===== src/rtl/reg_file_mwp_if.sv =====
// rtl/reg_file_mwp_if.sv - bus bundle for the multi-write-port register file
// Purpose: groups the write ports, read port, clear control and register image.
// Ports (signals):
//   wen_in/waddr_in/be_in/d_in   per-port write enable, address, byte enables, data
//   rd_en_in/rd_addr_in          read request and address
//   rd_data_out/rd_valid_out     registered read data and its one-cycle valid
//   clr_req_in/clr_busy_out      clear sequence request and in-progress flag
//   wr_drop_out                  pulse when an enabled write was discarded
//   a_out                        flat image of all registers, reg0 in the top slice
// Modports: master drives requests, slave is the register file.
interface reg_file_mwp_if #(
    parameter int DATA_W   = 16,
    parameter int NUM_REGS = 4,
    parameter int ADDR_W   = 2,
    parameter int NUM_WP   = 2,
    parameter int BYTE_W   = 8
);
    localparam int NB = DATA_W / BYTE_W;

    logic [NUM_WP-1:0]          wen_in;
    logic [NUM_WP*ADDR_W-1:0]   waddr_in;
    logic [NUM_WP*NB-1:0]       be_in;
    logic [NUM_WP*DATA_W-1:0]   d_in;
    logic                       rd_en_in;
    logic [ADDR_W-1:0]          rd_addr_in;
    logic [DATA_W-1:0]          rd_data_out;
    logic                       rd_valid_out;
    logic                       clr_req_in;
    logic                       clr_busy_out;
    logic                       wr_drop_out;
    logic [NUM_REGS*DATA_W-1:0] a_out;

    modport master (
        output wen_in, waddr_in, be_in, d_in, rd_en_in, rd_addr_in, clr_req_in,
        input  rd_data_out, rd_valid_out, clr_busy_out, wr_drop_out, a_out
    );

    modport slave (
        input  wen_in, waddr_in, be_in, d_in, rd_en_in, rd_addr_in, clr_req_in,
        output rd_data_out, rd_valid_out, clr_busy_out, wr_drop_out, a_out
    );
endinterface


===== src/rtl/reg_file_mwp.sv =====
// rtl/reg_file_mwp.sv - register file with byte-enabled write ports and a clear engine
// Purpose: NUM_REGS x DATA_W registers, NUM_WP byte-enabled write ports (highest
//   port wins per lane), one registered read port returning pre-edge data, a flat
//   register image, and a sequencer that zeroes one register per cycle.
// Ports:
//   clock  rising-edge clock
//   reset  asynchronous, active-high
//   bus    reg_file_mwp_if.slave (write ports, read port, clear control, a_out)
module reg_file_mwp #(
    parameter int DATA_W   = 16,
    parameter int NUM_REGS = 4,
    parameter int ADDR_W   = 2,
    parameter int NUM_WP   = 2,
    parameter int BYTE_W   = 8
) (
    input  logic           clock,
    input  logic           reset,
    reg_file_mwp_if.slave  bus
);
    localparam int NB = DATA_W / BYTE_W;
    localparam logic [ADDR_W-1:0] LAST_PTR = ADDR_W'(NUM_REGS - 1);

    typedef enum logic {IDLE, CLEARING} state_t;

    state_t            state, state_next;
    logic [ADDR_W-1:0] ptr, ptr_next;
    logic [DATA_W-1:0] regs      [NUM_REGS];
    logic [DATA_W-1:0] regs_next [NUM_REGS];
    logic [DATA_W-1:0] rd_word;
    logic [DATA_W-1:0] rd_data;
    logic              rd_valid;
    logic              drop_next;
    logic              drop;

    always_comb begin
        state_next = state;
        ptr_next   = ptr;
        case (state)
            IDLE: begin
                if (bus.clr_req_in) begin
                    state_next = CLEARING;
                    ptr_next   = '0;
                end
            end
            CLEARING: begin
                if (ptr == LAST_PTR) begin
                    state_next = IDLE;
                    ptr_next   = '0;
                end else begin
                    ptr_next = ptr + ADDR_W'(1);
                end
            end
            default: begin
                state_next = IDLE;
                ptr_next   = '0;
            end
        endcase
    end

    // Ports are applied in ascending order so a later (higher) port overwrites
    // a colliding lane. Out-of-range addresses match no register and only flag a drop.
    always_comb begin
        drop_next = 1'b0;
        for (int i = 0; i < NUM_REGS; i++) begin
            regs_next[i] = regs[i];
        end
        if (state == CLEARING) begin
            drop_next = |bus.wen_in;
            for (int i = 0; i < NUM_REGS; i++) begin
                if (ptr == ADDR_W'(i)) begin
                    regs_next[i] = '0;
                end
            end
        end else begin
            for (int p = 0; p < NUM_WP; p++) begin
                if (bus.wen_in[p]) begin
                    if ({1'b0, bus.waddr_in[p*ADDR_W +: ADDR_W]} >= (ADDR_W+1)'(NUM_REGS)) begin
                        drop_next = 1'b1;
                    end
                    for (int i = 0; i < NUM_REGS; i++) begin
                        if (bus.waddr_in[p*ADDR_W +: ADDR_W] == ADDR_W'(i)) begin
                            for (int b = 0; b < NB; b++) begin
                                if (bus.be_in[p*NB + b]) begin
                                    regs_next[i][b*BYTE_W +: BYTE_W] =
                                        bus.d_in[p*DATA_W + b*BYTE_W +: BYTE_W];
                                end
                            end
                        end
                    end
                end
            end
        end
    end

    always_comb begin
        rd_word = '0;
        for (int i = 0; i < NUM_REGS; i++) begin
            if (bus.rd_addr_in == ADDR_W'(i)) begin
                rd_word = regs[i];
            end
        end
    end

    always_ff @(posedge clock or posedge reset) begin
        if (reset) begin
            state    <= IDLE;
            ptr      <= '0;
            rd_data  <= '0;
            rd_valid <= 1'b0;
            drop     <= 1'b0;
            for (int i = 0; i < NUM_REGS; i++) begin
                regs[i] <= '0;
            end
        end else begin
            state    <= state_next;
            ptr      <= ptr_next;
            rd_valid <= bus.rd_en_in;
            drop     <= drop_next;
            if (bus.rd_en_in) begin
                rd_data <= rd_word;
            end
            for (int i = 0; i < NUM_REGS; i++) begin
                regs[i] <= regs_next[i];
            end
        end
    end

    assign bus.rd_data_out  = rd_data;
    assign bus.rd_valid_out = rd_valid;
    assign bus.wr_drop_out  = drop;
    assign bus.clr_busy_out = (state == CLEARING);

    for (genvar g = 0; g < NUM_REGS; g++) begin : g_image
        assign bus.a_out[DATA_W*(NUM_REGS-1-g) +: DATA_W] = regs[g];
    end
endmodule


===== src/flat_wrapper.sv =====
// flat-port wrapper written by rule: the top's interface ports become plain ports
module reg_file_mwp_flat 
#(
    parameter int DATA_W   = 16,
    parameter int NUM_REGS = 4,
    parameter int ADDR_W   = 2,
    parameter int NUM_WP   = 2,
    parameter int BYTE_W   = 8
)
  (clock, reset, bus_wen_in, bus_waddr_in, bus_be_in, bus_d_in, bus_rd_en_in, bus_rd_addr_in, bus_clr_req_in, bus_rd_data_out, bus_rd_valid_out, bus_clr_busy_out, bus_wr_drop_out, bus_a_out);
  reg_file_mwp_if #(.DATA_W(DATA_W), .NUM_REGS(NUM_REGS), .ADDR_W(ADDR_W), .NUM_WP(NUM_WP), .BYTE_W(BYTE_W)) bus_i ();
  input  logic clock;
  input  logic reset;
  input wire logic [$bits(bus_i.wen_in)-1:0] bus_wen_in;
  input wire logic [$bits(bus_i.waddr_in)-1:0] bus_waddr_in;
  input wire logic [$bits(bus_i.be_in)-1:0] bus_be_in;
  input wire logic [$bits(bus_i.d_in)-1:0] bus_d_in;
  input wire logic [$bits(bus_i.rd_en_in)-1:0] bus_rd_en_in;
  input wire logic [$bits(bus_i.rd_addr_in)-1:0] bus_rd_addr_in;
  input wire logic [$bits(bus_i.clr_req_in)-1:0] bus_clr_req_in;
  output wire logic [$bits(bus_i.rd_data_out)-1:0] bus_rd_data_out;
  output wire logic [$bits(bus_i.rd_valid_out)-1:0] bus_rd_valid_out;
  output wire logic [$bits(bus_i.clr_busy_out)-1:0] bus_clr_busy_out;
  output wire logic [$bits(bus_i.wr_drop_out)-1:0] bus_wr_drop_out;
  output wire logic [$bits(bus_i.a_out)-1:0] bus_a_out;
  assign bus_i.wen_in = bus_wen_in;
  assign bus_i.waddr_in = bus_waddr_in;
  assign bus_i.be_in = bus_be_in;
  assign bus_i.d_in = bus_d_in;
  assign bus_i.rd_en_in = bus_rd_en_in;
  assign bus_i.rd_addr_in = bus_rd_addr_in;
  assign bus_i.clr_req_in = bus_clr_req_in;
  assign bus_rd_data_out = bus_i.rd_data_out;
  assign bus_rd_valid_out = bus_i.rd_valid_out;
  assign bus_clr_busy_out = bus_i.clr_busy_out;
  assign bus_wr_drop_out = bus_i.wr_drop_out;
  assign bus_a_out = bus_i.a_out;
  reg_file_mwp #(.DATA_W(DATA_W), .NUM_REGS(NUM_REGS), .ADDR_W(ADDR_W), .NUM_WP(NUM_WP), .BYTE_W(BYTE_W)) u_core (.clock(clock), .reset(reset), .bus(bus_i));
endmodule

===== config.mk =====
export PLATFORM = sky130hd
export DESIGN_NAME = reg_file_mwp_flat
export DESIGN_NICKNAME = d
export VERILOG_FILES = /design/src/rtl/reg_file_mwp_if.sv /design/src/rtl/reg_file_mwp.sv /design/src/flat_wrapper.sv
export SDC_FILE = /design/constraint.sdc
export NUM_CORES = 1
export LEC_CHECK = 0
export ABC_AREA = 0
export CELL_PAD_IN_SITES_DETAIL_PLACEMENT = 2
export CELL_PAD_IN_SITES_GLOBAL_PLACEMENT = 2
export CORE_MARGIN = 5
export CORE_UTILIZATION = 32
export CTS_CLUSTER_DIAMETER = 120
export DETAILED_ROUTE_END_ITERATION = 8
export PLACE_DENSITY_LB_ADDON = 0.1
export SLEW_MARGIN = 20
export SYNTH_ARGS = -nofsm -noshare
export SYNTH_HDL_FRONTEND = slang
export SYNTH_SLANG_ARGS = --single-unit

===== constraint.sdc =====
create_clock -name clock -period 3.9 [get_ports clock]
set_input_delay 0.78 -clock clock [delete_from_list [all_inputs] [get_ports clock]]
set_output_delay 0.78 -clock clock [all_outputs]
set_load 0.02 [all_outputs]

==> run summary, run 1 <==
The run finished with clean final reports. Largest fanout on the critical path: 25. Once detail routing completed, the nets flagged for antenna violations numbered 0.

The synthesized netlist occupies a cell area of 5210 um^2. The area fraction in compound gates after synthesis was 15.03%; the total number of nets in the final design was 615. The parity-gate share of the synthesized area counting xor and xnor cells was 0%.

The logs give 40.83% for the post-synthesis sequential area ratio and 0 for the max-slew violation total from the final report. Counting flops and latches in the post-synthesis netlist gives 85. In this run the tool buffered the top-level ports with 130 buffer cells. At the pin with the least slew margin, the transition time is 0.9778 ns. The tools report the residual overflow from global routing as 0. Using the TritonRoute via totals, the vias-per-cell ratio works out to 5.515.

The post-CTS setup repair buffer count was 0. The total area inside the core boundary comes to 15940 um^2. The floorplan step set the die height to 137.6 um. Routability congestion estimate from global placement: 0.7526.

The fmax came out at 0.3716 GHz. The worst slack at placement is 0.9464 ns. The initial antenna violation count is 0.

The number of antenna diodes in the final layout is 0. The initialized floorplan defines 46 standard-cell rows. The smallest clock period supported by the final layout is computed as 2.691 ns.

In the final timing run, aggregate negative setup slack is 0 ns. For this configuration, the core starts out at a cell density of 32.68%. The setup-violating endpoint count in the final report was 0. The clock skew was 0.008798 ns.

The tools report the capture point of the worst reg-to-reg path as u_core.bus.a_out[50]$_DFFE_PP0P_. Reg-to-reg startpoint: u_core.bus.clr_busy_out$_DFF_PP0_. The cell count after synthesis was 443.

For the reg-to-reg setup timing slack, the log shows 1.61 ns. End of the critical path: bus_clr_busy_out. For the via count of the first global-routing pass, the log shows 4846. The most common flop cell mapped by yosys is sky130_fd_sc_hd__dfrtp_1. The logs give 0 for the yosys synthesis warning count and 158 for the initial DRC count. The area taken by flip-flops and latches came out at 2128 um^2. Clock-pin slew was measured on the worst setup and hold paths at 0.06 ns. In this run the number of H-tree levels came out at 3. In the final layout, the share of cells above drive strength 1 is 15.34%. Entering global routing, the biggest net connects 57 pins. For the via total after detailed routing, the log shows 4318.

Compared with the post-synthesis result, the final layout area differs by 32.40%. 131 I/O pins were placed. The average wire length per cell after detail routing is 23.73 um. The die is 137.6 um wide.

The worst setup path is launched from a flip-flop. Cell area power density: 661.6 nW/um^2. The tools report the count of endpoints failing hold in the final timing report as 0.

For this run, the total global-route usage over all layers was measured as 20.21%. For this design, the CTS-stage hold fixing added 0 buffers. After detailed placement, the total cell area comes to 6638 um^2.

The worst pin sits at a relative slew slack of 34.68%. Across all setup checks in the final design, the least slack found is 1.209 ns. Part of the cycle the worst path needs: 69.00%.

After clock tree synthesis, the repair step resized 0 gates. Tracing the worst setup path back leads to its startpoint at u_core.bus.clr_busy_out$_DFF_PP0_. After routing the design area is 6898 um^2.

The worst setup path is of the flip-flop to output pin kind. The count of different cell masters after synthesis is 46. VDD sags by at most 462.9 uV. In the synthesized netlist the async set-or-reset flop fraction comes to 100.0%.

The number of nets in the synthesized netlist is 495. For this design, the sink count on the clock tree is 85. The run gives 1.91 ns as the data arrival time of the worst path. The max-cap check violation count is 0, and the footprint of the multi-input gates is 2834 um^2. Multiplexer cells account for 27.23% of the synthesized area.

In the routed design, unresolved DRC markers number 0. After filler insertion, the fill cell instance count of the layout stands at 1663. The first global-routing pass estimated 28.79 mm of wire.

The full die area was 18930 um^2. Combinational family with the most area after synthesis: multiplexers. STA classifies the critical path endpoint as an output pin.

For the worst setup path, the data required time is 3.12 ns. Clock root buffer master: sky130_fd_sc_hd__clkbuf_16. After synthesis, the mean cell area works out to 11.76 um^2. HPWL after detailed placement: 13.55 mm.

The slowest stage cell on the critical path is sky130_fd_sc_hd__clkdlybuf4s50_1. The run gives 2 as the largest buffer count on any clock path. For the worst-skew pair, the clock arrives at the later sink with an insertion delay of 0.34 ns.

The wire length after detailed routing is 18.58 mm. Counting cells, the worst reg-to-reg path comes to 5. Path class of the lowest-slack min-delay path: flip-flop to flip-flop.

The synthesized netlist devotes 11.17% of its cell area to simple gates. The number of search-and-repair iterations in the first detailed-routing pass is 5. Summed over all cells, the static leakage comes to 3.298 nW. Buffers inserted during clock tree synthesis total 9. TritonCTS built the clock tree. Setup repair after global routing left no endpoint under its margin. The arithmetic-cell share of the synthesized area counting full adders, half adders and majority gates came out at 0.9606%. The maximum cell stage delay along the critical path is 0.68 ns, and the number of enable flip-flop cells after synthesis is 0. Walking the worst path, the cells encountered are buf_4, clkdlybuf4s50_1.
how the worst min path moves through the flow:
stage	from	endpoint	slack, ns	cells past startpoint
6_report	u_core.bus.rd_data_out[14]$_DFFE_PP0P_	u_core.bus.rd_data_out[14]$_DFFE_PP0P_	0.50	1
5_1_grt	u_core.bus.rd_data_out[4]$_DFFE_PP0P_	u_core.bus.rd_data_out[4]$_DFFE_PP0P_	0.53	1
4_1_cts	u_core.bus.rd_data_out[14]$_DFFE_PP0P_	u_core.bus.rd_data_out[14]$_DFFE_PP0P_	0.51	1
3_5_place_dp	u_core.bus.rd_data_out[2]$_DFFE_PP0P_	u_core.bus.rd_data_out[2]$_DFFE_PP0P_	0.50	1
3_3_place_gp	u_core.bus.rd_data_out[1]$_DFFE_PP0P_	u_core.bus.rd_data_out[1]$_DFFE_PP0P_	0.49	1
2_1_floorplan	u_core.ptr[0]$_DFFE_PP0P_	u_core.ptr[0]$_DFFE_PP0P_	0.49	1
metrics by stage:
stage / utilization (%) / hold WS [ns] / total power, mW / instances
final: 43.27 / 0.5033 / 4.564 / 783
after global routing: 43.27 / 0.5271 / 4.841 / 783
after CTS: 43.27 / 0.5120 / 4.634 / 783
after detailed placement: 41.63 / 0.4974 / 3.812 / 768
after global placement: 41.63 / 0.4886 / 3.715 / 768
after floorplan: - / 0.4909 / 2.699 / 443
registers in the layout, summed over array words and instances (netlist names):
name,count
u_core.bus.a_out,64
u_core.bus.clr_busy_out,1
u_core.bus.rd_data_out,16
u_core.bus.rd_valid_out,1
u_core.bus.wr_drop_out,1
u_core.ptr,2
where the power goes:
part,internal [mW],leakage [nW],switching [mW]
combinational,1.07,2.03,1.17
sequential,1.19,1.14,0.331
clock,0.445,0.129,0.354
total,2.71,3.30,1.86
per-layer routing:
layer / GRT usage [%] / up-vias / share of wire (%)
met1: 26.93 / 2255 / 44
met4: 7.151 / 0 / 2.4
li1: - / 1911 / -
met2: 33.16 / 121 / 49
met3: 3.397 / 31 / 5.1
met5: 0 / - / 0
synth_stat cells (6+ instances only):
library cell / number / area [um^2]
sky130_fd_sc_hd__dfrtp_1: 85 / 2127
sky130_fd_sc_hd__mux2i_1: 54 / 540.5
sky130_fd_sc_hd__nand2_1: 33 / 123.9
sky130_fd_sc_hd__nor2_1: 31 / 116.4
sky130_fd_sc_hd__a21o_1: 29 / 217.7
sky130_fd_sc_hd__mux2_2: 29 / 326.6
sky130_fd_sc_hd__o21ai_0: 27 / 135.1
sky130_fd_sc_hd__a211oi_1: 23 / 172.7
sky130_fd_sc_hd__mux2_4: 11 / 165.2
sky130_fd_sc_hd__buf_2: 9 / 45.04
sky130_fd_sc_hd__buf_6: 9 / 101.4
sky130_fd_sc_hd__mux4_2: 9 / 202.7
sky130_fd_sc_hd__a211o_1: 7 / 61.31
sky130_fd_sc_hd__mux4_1: 7 / 183.9
sky130_fd_sc_hd__a21oi_1: 6 / 30.03
sky130_fd_sc_hd__a22o_1: 6 / 52.55
sky130_fd_sc_hd__clkbuf_1: 6 / 22.52
area by class of cell:
type	instances	area share, %
tap	216	3.918
timing repair buffer	140	20.13
sequential	85	30.85
clock buffer	13	3.628
inverter	4	0.2358
clock inverter	2	0.1451
multi-input combinational	323	41.08
worst max-delay path: cells and delay by family, from the launching register on:
kind,cells,cell delay (ns)
buf+inv,2,1.05
flops,1,0.52
cell families after synthesis:
group                    Yosys count
AO/OA/AOI/OAI                    115
multiplexers                     110
AND/OR/NAND/NOR                   94
flip-flops                        85
buffers and inverters             35
adder cells (fa/ha/maj)            4
layout by cell type, fill, tap and decap left out, types with 2 or more instances in the layout:
master,netlist,final
sky130_fd_sc_hd__mux2_2,29,29
sky130_fd_sc_hd__o22ai_1,5,5
sky130_fd_sc_hd__a21o_1,29,29
sky130_fd_sc_hd__a21oi_1,6,6
sky130_fd_sc_hd__dfrtp_1,85,84
sky130_fd_sc_hd__mux2_4,11,11
sky130_fd_sc_hd__nand4b_4,2,2
sky130_fd_sc_hd__o21ai_1,5,5
sky130_fd_sc_hd__a211oi_1,23,23
sky130_fd_sc_hd__nand4b_2,3,3
sky130_fd_sc_hd__inv_1,4,3
sky130_fd_sc_hd__a22o_1,6,6
sky130_fd_sc_hd__mux4_1,7,7
sky130_fd_sc_hd__ha_1,4,4
sky130_fd_sc_hd__and3_1,4,4
sky130_fd_sc_hd__clkbuf_16,0,9
sky130_fd_sc_hd__clkinv_2,0,3
sky130_fd_sc_hd__nand2_1,33,33
sky130_fd_sc_hd__nor2b_1,5,5
sky130_fd_sc_hd__nor2_1,31,31
sky130_fd_sc_hd__o21ai_0,27,27
sky130_fd_sc_hd__nand3_2,2,2
sky130_fd_sc_hd__o311ai_0,3,3
sky130_fd_sc_hd__and4bb_1,2,2
sky130_fd_sc_hd__mux4_2,9,9
sky130_fd_sc_hd__buf_4,5,9
sky130_fd_sc_hd__clkbuf_1,6,3
sky130_fd_sc_hd__a211o_1,7,7
sky130_fd_sc_hd__mux2i_1,54,54
sky130_fd_sc_hd__clkdlybuf4s50_1,0,130
sky130_fd_sc_hd__nand4_2,2,2
(Power assumes the default switching activity.)
==> inputs of run 2 (changes only) <==
- CORE_UTILIZATION: 32 -> 29
- clock period: 3.9 -> 2.2 ns (I/O delays scaled with it)
==> run 2 against run 1 <==
Highest routed layer unchanged. Flip-flop and latch count did not move. Clock skew fell by 0.0022 ns. Largest power group unchanged. Via count rose by 2.8%. Setup slack got worse by 1.1 ns. Cell count rose by 6.4%. Sequential share of layout area fell by 2.0 points. Worst hold slack improved by 0.0047 ns. Register-to-register slack got worse by 1.4 ns.
==> run summary, run 2 (same netlist as run 1, synthesis figures left out) <==
The flow ran to the end, and the final reports show no timing, DRC or antenna violations. At the end of routability-driven placement, the weighted congestion stood at 0.7550. The critical path depth in cells was 1; the highest ir drop seen on vdd was 549.9 uV.

The first TritonRoute pass finished after 4 iterations. The number of clock sinks is 85. The worst setup path is captured at an output pin. The tools report the post-CTS setup repair buffer count as 0. The die boundary height is 144.0 um, and the fmax is 0.4863 GHz. Entering global routing, the biggest net connects 86 pins. No sink is reached through more buffers than the 2 on the longest clock path. For the reg-to-reg setup timing slack, the log shows 0.25 ns. On the critical path, the stage with the largest delay is an instance of sky130_fd_sc_hd__clkdlybuf4s50_1. In the global route stage, overall resource usage came out at 19.20%. The first global-routing pass estimated 30.13 mm of wire. The leading cell type in the layout, fill and taps excluded was sky130_fd_sc_hd__clkdlybuf4s50_1.

Total power for the finished layout comes to 8.454 mW. The clock transition at the registers of the reported paths was 0.07 ns; the synthesis-to-finish area growth was 41.47%. The sequential cells in the finished layout cover a total of 2128 um^2. The post-cts resize count is 0. Startpoint kind of the worst setup timing path: a flip-flop. For the worst hold margin, the log shows 0.5080 ns. The critical path's top delay family was buffers and inverters. The max-slew violation total from the final report came out at 0. The path class of the lowest-slack min-delay path is flip-flop to flip-flop. Walking the worst path, the cells encountered are clkdlybuf4s50_1.

The clock network is responsible for 18.6% of the overall power. The routed via count divided by cell count works out to 5.327. The run gives 0 as the residual overflow from global routing. The register with the most flip-flops in the layout has 64 of them. The switching share of total power was 40.24%; the initial antenna violation count was 0. Cells with a size suffix above 1 make up 20.70% of the layout.

The leakage power figure is 3.535 nW, and the fraction of the core area covered by cells at the end of the flow is 41.31%. Sequential cells burn 32.2% of the power. The run gives 0 as the number of DRC violations after detailed routing.

STA puts the critical path data required time at 1.76 ns. Combinational cells account for 49.1% of the total power. The core region area was 17840 um^2; the I/O pin count was 131. In this design, the stage delay of the slowest critical-path cell is 0.68 ns. The row count came out at 49. Clock root buffer master: sky130_fd_sc_hd__clkbuf_16. The full die area was 20750 um^2; the number of CTS-inserted buffers was 9. The number of buffers inserted by hold repair at cts was 0; the slew of the pin with the lowest slew margin was 0.5642 ns. TritonCTS built the clock tree. After detailed routing, the average wire length per cell comes to 23.47 um.

Clock latency on the worst-skew pair, taken at its later pin, is 0.35 ns. The normalized max-slew margin was 62.39%; the H-tree depth was 3. The detail route stage leaves a number of antenna-violating nets equal to 0. The cell area power density works out to 1147 nW/um^2. The run gives 2834 um^2 as the footprint of the multi-input gates. The worst reg-to-reg path cell count was 6; the chip width was 144.0 um. For this block, the initial DRC count from the detailed router was 234. The run gives 3.402 mW as the power spent charging and discharging nets. The logs give 13.95 mm for the HPWL after detailed placement and 1.62 ns for the data arrival time of the worst path. The routed design has 19.55 mm of wire. The kind of critical path was flip-flop to output pin. The initial core utilization came out at 29.20%.

Setup repair after global routing left no endpoint under its margin. The internal power of the cells totals 5.053 mW. The worst path in the final design needs a cycle of 2.056 ns, including I/O delays and setup. After layout, the worst path uses 93.47% of the clock period.

Across the run, the number of max-cap violations was 0. Sum of buffers and inverters on the critical path: 1. The count of cells along the worst hold path was 1.

The count of endpoints failing hold in the final timing report was 0. The logs give 0.006623 ns for the clock skew and 0 for the antenna diode count. The largest fanout on the critical path was 16; the number of buffer cells added on primary ports was 130. Counting the fill cells in the layout gives 1835.

The final layout contains 651 nets. Setup violations remaining at the end of the flow were counted as 0. The via total after detailed routing is 4437, and the via count of the first global-routing pass is 4996.

The library cells used most frequently in the layout, excluding fill and tap cells, are sky130_fd_sc_hd__clkdlybuf4s50_1 (130), sky130_fd_sc_hd__dfrtp_1 (84), sky130_fd_sc_hd__mux2i_1 (54).
==> run 2: power groups by stage <==
stage	Clock (mW)	Sequential, mW	Combinational [mW]
after floorplan	0	3.18	1.61
after global placement	0	2.71	4.08
after detailed placement	0	2.75	4.21
after CTS	1.61	2.74	4.24
after global routing	1.67	2.82	4.44
final	1.58	2.72	4.15
==> run 2: area by class of cell <==
class                   instances  area share (%)
clock inverters                 4          0.6451
multi-input cells             323           38.45
clock buffers                  12           3.344
inverters                       4          0.2546
repair buffers                176           24.55
flip-flops and latches         85           28.87
well taps                     229           3.887
==> run 2: routing by layer <==
metal  wire length, um  global-route usage (%)  share of wire, %
met1              8814                   26.29                45
met2              9674                   32.19                49
met3               887                   3.208               4.5
met4               178                   3.915              0.91
met5                 0                       0                 0
==> run 2: per-stage QoR <==
step,worst slack (ns),TNS (ns),cells,area (um^2)
2_1_floorplan,0.6074,0,443,5214
3_3_place_gp,-0.08391,-0.7323,817,7077
3_5_place_dp,-0.1211,-2.445,817,7077
4_1_cts,0.1134,0,833,7371
5_1_grt,0.04953,0,833,7371
6_report,0.1436,0,833,7371
==> run 2: worst paths after layout <==
check,from,endpoint
setup / recovery,u_core.bus.clr_busy_out$_DFF_PP0_,bus_clr_busy_out
hold / removal,u_core.bus.rd_data_out[14]$_DFFE_PP0P_,u_core.bus.rd_data_out[14]$_DFFE_PP0P_
setup reg to reg,u_core.ptr[0]$_DFFE_PP0P_,u_core.bus.a_out[51]$_DFFE_PP0P_
hold reg to reg,u_core.bus.rd_data_out[14]$_DFFE_PP0P_,u_core.bus.rd_data_out[14]$_DFFE_PP0P_
max in group asynchronous,reset,u_core.bus.clr_busy_out$_DFF_PP0_
min in group asynchronous,reset,u_core.bus.a_out[4]$_DFFE_PP0P_
